### src/rtl/tmds_gearbox_if.sv
// rtl/tmds_gearbox_if.sv - FIFO-head input and sliced-output bundle for tmds_gearbox
interface tmds_gearbox_if #(
    parameter int CHANNELS    = 4,
    parameter int IN_WIDTH    = 10,
    parameter int OUT_WIDTH   = 5,
    parameter int COUNT_WIDTH = 16
);
    localparam int RATIO = IN_WIDTH / OUT_WIDTH;
    localparam int PW    = (RATIO > 2) ? $clog2(RATIO) : 1;

    logic [CHANNELS*IN_WIDTH-1:0]  inData;
    logic                          inValid;
    logic                          inRead;
    logic [CHANNELS*OUT_WIDTH-1:0] outData;
    logic [PW-1:0]                 outPhase;
    logic                          underflow;
    logic [COUNT_WIDTH-1:0]        underflowCount;

    modport master (
        output inData, inValid,
        input  inRead, outData, outPhase, underflow, underflowCount
    );

    modport slave (
        input  inData, inValid,
        output inRead, outData, outPhase, underflow, underflowCount
    );
endinterface

### src/rtl/tmds_gearbox.sv
// rtl/tmds_gearbox.sv - multi-lane wide-symbol to narrow-slice gearbox with idle fill on underflow
module tmds_gearbox #(
    parameter int                  CHANNELS    = 4,
    parameter int                  IN_WIDTH    = 10,
    parameter int                  OUT_WIDTH   = 5,
    parameter bit                  MSB_FIRST   = 1'b1,
    parameter logic [IN_WIDTH-1:0] IDLE_WORD   = 10'b1101010100,
    parameter int                  COUNT_WIDTH = 16
) (
    input  logic           clock,
    input  logic           resetN,
    input  logic           enable,
    tmds_gearbox_if.slave  bus
);
    localparam int RATIO = IN_WIDTH / OUT_WIDTH;
    localparam int PW    = (RATIO > 2) ? $clog2(RATIO) : 1;
    localparam int IW    = CHANNELS * IN_WIDTH;
    localparam int OW    = CHANNELS * OUT_WIDTH;

    localparam logic [IW-1:0] IDLE_FULL  = {CHANNELS{IDLE_WORD}};
    localparam logic [PW-1:0] LAST_PHASE = PW'(RATIO - 1);

    if ((IN_WIDTH % OUT_WIDTH) != 0 || (IN_WIDTH / OUT_WIDTH) < 2) begin : g_bad_params
        $error("tmds_gearbox: IN_WIDTH must be an integer multiple (>=2) of OUT_WIDTH");
    end

    logic [PW-1:0]          phase, phase_next;
    logic [IW-1:0]          word, word_next;
    logic [OW-1:0]          data, data_next;
    logic [PW-1:0]          out_phase;
    logic                   uf, uf_next;
    logic [COUNT_WIDTH-1:0] count, count_next;
    logic                   pop;

    // Every lane is cut at the same offset; slice k counts from the top or bottom of the symbol.
    function automatic logic [OW-1:0] slice_of(input logic [IW-1:0] w, input logic [PW-1:0] k);
        logic [OW-1:0]       r;
        logic [IN_WIDTH-1:0] sym;
        int                  lsb;
        r = '0;
        for (int c = 0; c < CHANNELS; c++) begin
            sym = w[c*IN_WIDTH +: IN_WIDTH];
            lsb = MSB_FIRST ? IN_WIDTH - (int'(k) + 1) * OUT_WIDTH : int'(k) * OUT_WIDTH;
            r[c*OUT_WIDTH +: OUT_WIDTH] = sym[lsb +: OUT_WIDTH];
        end
        return r;
    endfunction

    assign pop = resetN & enable & bus.inValid & (phase == '0);

    always_comb begin
        phase_next = (phase == LAST_PHASE) ? '0 : phase + PW'(1);
        word_next  = word;
        data_next  = slice_of(word, phase);
        uf_next    = 1'b0;
        count_next = count;
        if (phase == '0) begin
            word_next = pop ? bus.inData : IDLE_FULL;
            data_next = slice_of(word_next, '0);
            // Disabled idle is intentional and must not look like a starved FIFO.
            if (!pop && enable) begin
                uf_next = 1'b1;
                if (count != '1) begin
                    count_next = count + COUNT_WIDTH'(1);
                end
            end
        end
    end

    always_ff @(posedge clock) begin
        if (!resetN) begin
            phase     <= '0;
            word      <= IDLE_FULL;
            data      <= '0;
            out_phase <= '0;
            uf        <= 1'b0;
            count     <= '0;
        end else begin
            phase     <= phase_next;
            word      <= word_next;
            data      <= data_next;
            out_phase <= phase;
            uf        <= uf_next;
            count     <= count_next;
        end
    end

    assign bus.inRead         = pop;
    assign bus.outData        = data;
    assign bus.outPhase       = out_phase;
    assign bus.underflow      = uf;
    assign bus.underflowCount = count;
endmodule

### src/flat_wrapper.sv
// flat-port wrapper written by rule: the top's interface ports become plain ports
module tmds_gearbox_flat 
#(
    parameter int                  CHANNELS    = 4,
    parameter int                  IN_WIDTH    = 10,
    parameter int                  OUT_WIDTH   = 5,
    parameter bit                  MSB_FIRST   = 1'b1,
    parameter logic [IN_WIDTH-1:0] IDLE_WORD   = 10'b1101010100,
    parameter int                  COUNT_WIDTH = 16
)
  (clock, resetN, enable, bus_inData, bus_inValid, bus_inRead, bus_outData, bus_outPhase, bus_underflow, bus_underflowCount);
  tmds_gearbox_if #(.CHANNELS(CHANNELS), .IN_WIDTH(IN_WIDTH), .OUT_WIDTH(OUT_WIDTH), .COUNT_WIDTH(COUNT_WIDTH)) bus_i ();
  input  logic clock;
  input  logic resetN;
  input  logic enable;
  input wire logic [$bits(bus_i.inData)-1:0] bus_inData;
  input wire logic [$bits(bus_i.inValid)-1:0] bus_inValid;
  output wire logic [$bits(bus_i.inRead)-1:0] bus_inRead;
  output wire logic [$bits(bus_i.outData)-1:0] bus_outData;
  output wire logic [$bits(bus_i.outPhase)-1:0] bus_outPhase;
  output wire logic [$bits(bus_i.underflow)-1:0] bus_underflow;
  output wire logic [$bits(bus_i.underflowCount)-1:0] bus_underflowCount;
  assign bus_i.inData = bus_inData;
  assign bus_i.inValid = bus_inValid;
  assign bus_inRead = bus_i.inRead;
  assign bus_outData = bus_i.outData;
  assign bus_outPhase = bus_i.outPhase;
  assign bus_underflow = bus_i.underflow;
  assign bus_underflowCount = bus_i.underflowCount;
  tmds_gearbox #(.CHANNELS(CHANNELS), .IN_WIDTH(IN_WIDTH), .OUT_WIDTH(OUT_WIDTH), .MSB_FIRST(MSB_FIRST), .IDLE_WORD(IDLE_WORD), .COUNT_WIDTH(COUNT_WIDTH)) u_core (.clock(clock), .resetN(resetN), .enable(enable), .bus(bus_i));
endmodule
### config.mk
export PLATFORM = sky130hd
export DESIGN_NAME = tmds_gearbox_flat
export DESIGN_NICKNAME = d
export VERILOG_FILES = /design/src/rtl/tmds_gearbox_if.sv /design/src/rtl/tmds_gearbox.sv /design/src/flat_wrapper.sv
export SDC_FILE = /design/constraint.sdc
export NUM_CORES = 1
export LEC_CHECK = 0
export ABC_AREA = 1
export BUFFER_PORTS_ARGS = -buffer_cell sky130_fd_sc_hd__buf_2
export CORE_UTILIZATION = 40
export CTS_BUF_LIST = sky130_fd_sc_hd__clkbuf_8
export DETAILED_ROUTE_END_ITERATION = 10
export PLACE_DENSITY = 0.78
export SYNTH_ARGS = -nofsm -noshare
export SYNTH_HDL_FRONTEND = slang
export SYNTH_SLANG_ARGS = --single-unit
### constraint.sdc
create_clock -name clock -period 2 [get_ports clock]
set_clock_uncertainty 0.05 [all_clocks]
set_input_delay 0 -clock clock [delete_from_list [all_inputs] [get_ports clock]]
set_output_delay 0 -clock clock [all_outputs]
set_load 0.02 [all_outputs]
==> run_results.csv, run 1 <==
group,metric,value,unit
run_status,outcome,"completed",
setup_path,required,1.95,ns
placement,hpwlAfterDp,3815,um
cells_and_area,post-route-util,60.31,%
cts,clkTransAtPathRegs,0.07,ns
timing,slew_violations,0,
timing,hold_viol_final,0,
logic_synthesis,synth_compound_area_share,13.69,%
cells_and_area,num-nets-final,478,
grt,grt_max_degree,27,
grt,grtUsageTotal,23.15,%
flow_run,drv_cap,0,
hold_path,worstHoldPathType,"primary input to register",
logic_synthesis,synthAdderAreaFrac,0.5371,%
route,ant_nets,0,
cts,root_buffer,"clkbuf_8",
cts,clock_sinks,59,
cts,cts-hold-fix-buffers,40,
route,drtIter0Drc,116,
die,dieArea,6133,um2
cts,clockBufferDepth,2,
setup_path,cp.arrival,1.72,ns
logic_synthesis,synth_top_family_by_area,"simple AND/OR/NAND/NOR gates",
logic_synthesis,ys_seq_elements,59,
timing,finalCritPeriodShare,88.25,%
pwr,leakagePower,1.521,nW
logic_synthesis,syn_area_per_cell,7.564,um2
timing,whs,0.07412,ns
cells_and_area,fin_area,3362,um2
cts,cts_tree,"yes",
logic_synthesis,synthMuxAreaShare,0,%
logic_synthesis,netlist_instances,308,
die,die_w,78.32,um
timing,relSlewSlack,78.05,%
route,wl_per_cell,12.90,um
cells_and_area,drive_above_1_share,25.11,%
die,io_pins,83,
route,routed_via_density,4.902,
die,initial_core_util,41.80,%
placement,place_ws,0.4437,ns
timing,rsz0062_at_grt,"no",
placement,dpl.cell_count,454,
timing,fmax,566.6,MHz
pwr,power,2.469,mW
logic_synthesis,synth-simple-area-share,26.10,%
timing,setup_viol,0,
logic_synthesis,synth_warnings,0,
route,first_pass_iters,5,
cts,clock_latency,0.33,ns
pwr,power_density,734.5,nW/um2
die,die_h,78.32,um
cells_and_area,final_cells,510,
grt,overflow,0,
cells_and_area,antennaDiodeCount,0,
cts,cts_resized,0,
cells_and_area,final_cell_mix,"buf_2, nand2_1, dfxtp_1",
logic_synthesis,netlist_area,2330,um2
timing,fin_ws,0.2350,ns
cells_and_area,final_common_cell,"buf_2",
route,wl,6577,um
die,rows,27,
setup_path,path_max_fanout,19,
timing,tns,0,ns
logic_synthesis,synth_xor_area_share,0,%
setup_path,critPathLaunchType,"register",
logic_synthesis,synth-seq-area-share,50.70,%
placement,place_congestion,0.8130,
logic_synthesis,synth_fp_nets,353,
cts,post_cts_buffers,0,
grt,antenna_found_initial,0,
cts,cts_max_level,3,
placement,portBuffers,82,
die,design.core.area,5574,um2
route,drc,0,
grt,grt_first_pass_wirelength,10940,um
logic_synthesis,ys_types,21,
pwr,vdd_drop_max,0.5233,mV
timing,worst_pin_slew,0.3284,ns
setup_path,end_kind,"output port",
cells_and_area,area_delta_synth_final,44.31,%
route,num_vias,2500,
setup_path,path_class,"register to output port",
placement,placed_cell_area,2790,um2
grt,grt_pass1_vias,2401,
cts,cts_buffers,9,
timing,finalCriticalPeriod,1.765,ns
==> per-layer routing <==
metal	up-vias	wire length, um	global-route usage [%]
li1	1237	-	-
met1	1150	2733	26.38
met2	97	3245	39.56
met3	16	447	5.814
met4	0	151	12.59
met5	-	0	0
==> cell usage after synthesis <==
library cell / n / area share [%]
clkbuf_1: 5 / 0.81
nor3_1: 1 / 0.21
buf_6: 3 / 1.4
o21ai_0: 30 / 6.4
a22o_1: 3 / 1.1
nand3b_1: 3 / 0.97
inv_2: 2 / 0.32
a21oi_1: 15 / 3.2
o22ai_1: 8 / 2.1
inv_1: 33 / 5.3
nor2_1: 43 / 6.9
dfxtp_1: 59 / 51
nor2_2: 1 / 0.27
nor2_4: 3 / 1.4
buf_2: 5 / 1.1
ha_1: 1 / 0.54
nand2_1: 68 / 11
nand3_1: 20 / 4.3
nand2_2: 2 / 0.54
nand2_4: 1 / 0.48
o221ai_1: 2 / 0.75
==> power breakdown <==
part	switching, mW	internal [mW]
clock network	0.468	0.471
registers	0.0192	1.22
logic	0.151	0.138
==> flip-flops by register name, indices dropped and copies added (netlist names) <==
signal and count:
u_core.phase 1, u_core.bus.outData 20, u_core.bus.outPhase 1, u_core.bus.underflowCount 16, u_core.word 20, u_core.bus.underflow 1
==> worst max-delay path, stage by stage (launching register included) <==
cell and delay (ns):
dfxtp_1 0.36, nor2_1 0.17, nand2_1 0.23, inv_1 0.16, buf_4 0.25, buf_2 0.21
==> cells by family after synthesis <==
| logic type | count (synthesis) |
|---|---|
| flops | 59 |
| fa+ha+maj | 1 |
| simple gates | 142 |
| compound gates | 58 |
| buf+inv | 48 |
==> worst paths after layout <==
check                               start                            end  slack, ns  cells after the start
min reg2reg               u_core.word[34]         u_core.bus.outData[19]       0.42                      2
min                                resetN   u_core.bus.underflowCount[5]       0.07                      4
max reg2reg  u_core.bus.underflowCount[0]  u_core.bus.underflowCount[10]       0.42                      8
max                          u_core.phase                     bus_inRead       0.23                      5
==> final cells by class <==
type | instances | area, um2
Tap cell | 72 | 90.09
Timing Repair Buffer | 127 | 848.3
Fill cell | 483 | 2212
Clock buffer | 10 | 137.6
Inverter | 35 | 131.4
Sequential cell | 59 | 1181
Clock inverter | 6 | 33.78
Multi-Input combinational cell | 201 | 939.7
Power figures use the tool's default switching activity.
==> inputs of run 2 (changes only) <==
Settings changed: CORE_UTILIZATION 40 to 33, PLACE_DENSITY 0.78 to 0.69.
==> run 2 against run 1 <==
  * Worst setup slack improved by 0.087 ns
  * Final area rose by 2.0%
  * Highest routed layer unchanged
  * Register-to-register slack got worse by 0.098 ns
  * Cell count rose by 4.9%
  * Critical path type is now register to register
  * First-iteration DRC count fell by 22%
  * Largest cell class unchanged
  * Worst hold slack got worse by 0.036 ns
  * Critical endpoint is now u_core.bus.outData[9]
==> run_results.csv, run 2 (synthesis results as in run 1) <==
group,metric,value,unit
pwr,vdd_drop_max,0.4607,mV
cts,clockBufferDepth,2,
cts,cts_resized,0,
setup_path,cpPeakStageDelay,0.59,ns
timing,tns,0,ns
setup_path,path_class,"register to register",
route,ant_nets,0,
timing,whs,0.03804,ns
grt,grtUsageTotal,18.87,%
route,num_vias,2471,
cells_and_area,fin_area,3431,um2
die,io_pins,83,
setup_path,path_max_fanout,6,
grt,antenna_found_initial,0,
pwr,power_density,760.5,nW/um2
run_status,outcome,"completed",
setup_path,critPathLaunchType,"register",
cts,cts_buffers,9,
setup_path,path_cells,"nor2_1 -> nand2_1 -> o221ai_1 -> dlygate4sd3_1 -> inv_1",
cts,clkTransAtPathRegs,0.07,ns
cts,clock_sinks,59,
pwr,leakagePower,1.522,nW
cells_and_area,antennaDiodeCount,0,
placement,portBuffers,82,
grt,grt_max_degree,27,
flow_run,drv_cap,0,
route,drc,0,
route,first_pass_iters,4,
die,dieArea,7399,um2
timing,slew_violations,0,
die,design.core.area,6794,um2
cells_and_area,final_cells,535,
placement,place_congestion,0.8458,
timing,worst_pin_slew,0.2601,ns
setup_path,critPathSlowestCell,"dlygate4sd3_1",
cells_and_area,final_common_cell,"buf_2",
cts,clock_latency,0.34,ns
hold_path,worstHoldPathType,"primary input to register",
cells_and_area,drive_above_1_share,25.28,%
route,routed_via_density,4.619,
cells_and_area,final_cell_mix,"buf_2, nand2_1, dfxtp_1",
placement,hpwlAfterDp,3826,um
timing,finalCriticalPeriod,1.678,ns
timing,hold_viol_final,0,
setup_path,required,2.19,ns
grt,grt_first_pass_wirelength,10830,um
cts,root_buffer,"clkbuf_8",
timing,setup_viol,0,
cts,cts_max_level,3,
cts,cts_tree,"yes",
timing,fmax,595.9,MHz
die,die_h,86.02,um
die,rows,30,
cells_and_area,num-nets-final,480,
grt,grt_pass1_vias,2378,
setup_path,end_kind,"register",
die,die_w,86.02,um
grt,overflow,0,
die,initial_core_util,34.29,%
timing,finalCritPeriodShare,83.91,%
cells_and_area,area_delta_synth_final,47.26,%
timing,relSlewSlack,82.53,%
route,drtIter0Drc,90,
placement,dpl.cell_count,478,
setup_path,cp.arrival,1.87,ns
placement,placed_cell_area,2820,um2
cells_and_area,post-route-util,50.50,%
route,wl,6554,um
timing,rsz0062_at_grt,"no",
route,wl_per_cell,12.25,um
[run 2: changes by cell type in the layout (fill, tap and decap cells not counted), sizes merged]
cell / previous run / this run
clkinv: 3 / 1
clkinvlp: 1 / 3
dlygate4sd3: 40 / 42
bufinv: 0 / 1
clkbuf: 10 / 9
inv: 37 / 36
[run 2: what timing repair did]
item	CTS	global route
setup endpoints to repair	0	0
hold endpoints to repair	40	0
hold buffers	42	0
setup buffers	0	0
[run 2: power by group]
| group | total (mW) | switching [mW] | leakage, nW | internal (mW) |
|---|---|---|---|---|
| Combinational | 0.295 | 0.153 | 0.951 | 0.142 |
| Clock | 1.08 | 0.507 | 0.0877 | 0.570 |
| Sequential | 1.24 | 0.0176 | 0.483 | 1.22 |
[run 2: per-stage QoR]
stage | setup slack [ns] | total power, mW
after detailed placement | 0.4519 | 1.487
after global placement | 0.4927 | 1.483
after floorplan | 0.4125 | 1.389
after CTS | 0.3471 | 2.620
final | 0.3218 | 2.609
after global routing | 0.2241 | 2.724
[run 2: path summary, 6_finish.rpt]
path | to | slack, ns | depth (start not counted) | from
worst min register to register | u_core.bus.outData[13] | 0.42 | 2 | u_core.word[23]
worst max register to register | u_core.bus.outData[9] | 0.32 | 5 | u_core.phase
worst max-delay path | u_core.bus.outData[9] | 0.32 | 5 | u_core.phase
worst min-delay path | u_core.bus.underflowCount[8] | 0.04 | 3 | resetN
[run 2: area by class of cell]
type | count | area [um2]
tap | 96 | 120.1
inverter | 35 | 131.4
multi-input combinational | 201 | 939.7
clock buffer | 9 | 123.9
sequential | 59 | 1181
fill | 649 | 3363
clock inverter | 6 | 66.31
timing repair buffer | 129 | 868.3
[run 2: worst max-delay path: cells and delay by family, from the launching register on]
family                 cells  cell delay (ns)
buffers and inverters      2             0.63
AOI/OAI and AO/OA          1             0.20
DFF                        1             0.37
and+or+nand+nor            2             0.32
[run 2: per-layer routing]
| layer | part of all wire (%) | global-route usage [%] | up-vias |
|---|---|---|---|
| met2 | 47 | 32.32 | 96 |
| met5 | 0 | 0 | - |
| li1 | - | - | 1239 |
| met3 | 7.9 | 6.833 | 9 |
| met4 | 1.1 | 7.879 | 0 |
| met1 | 44 | 21.14 | 1127 |
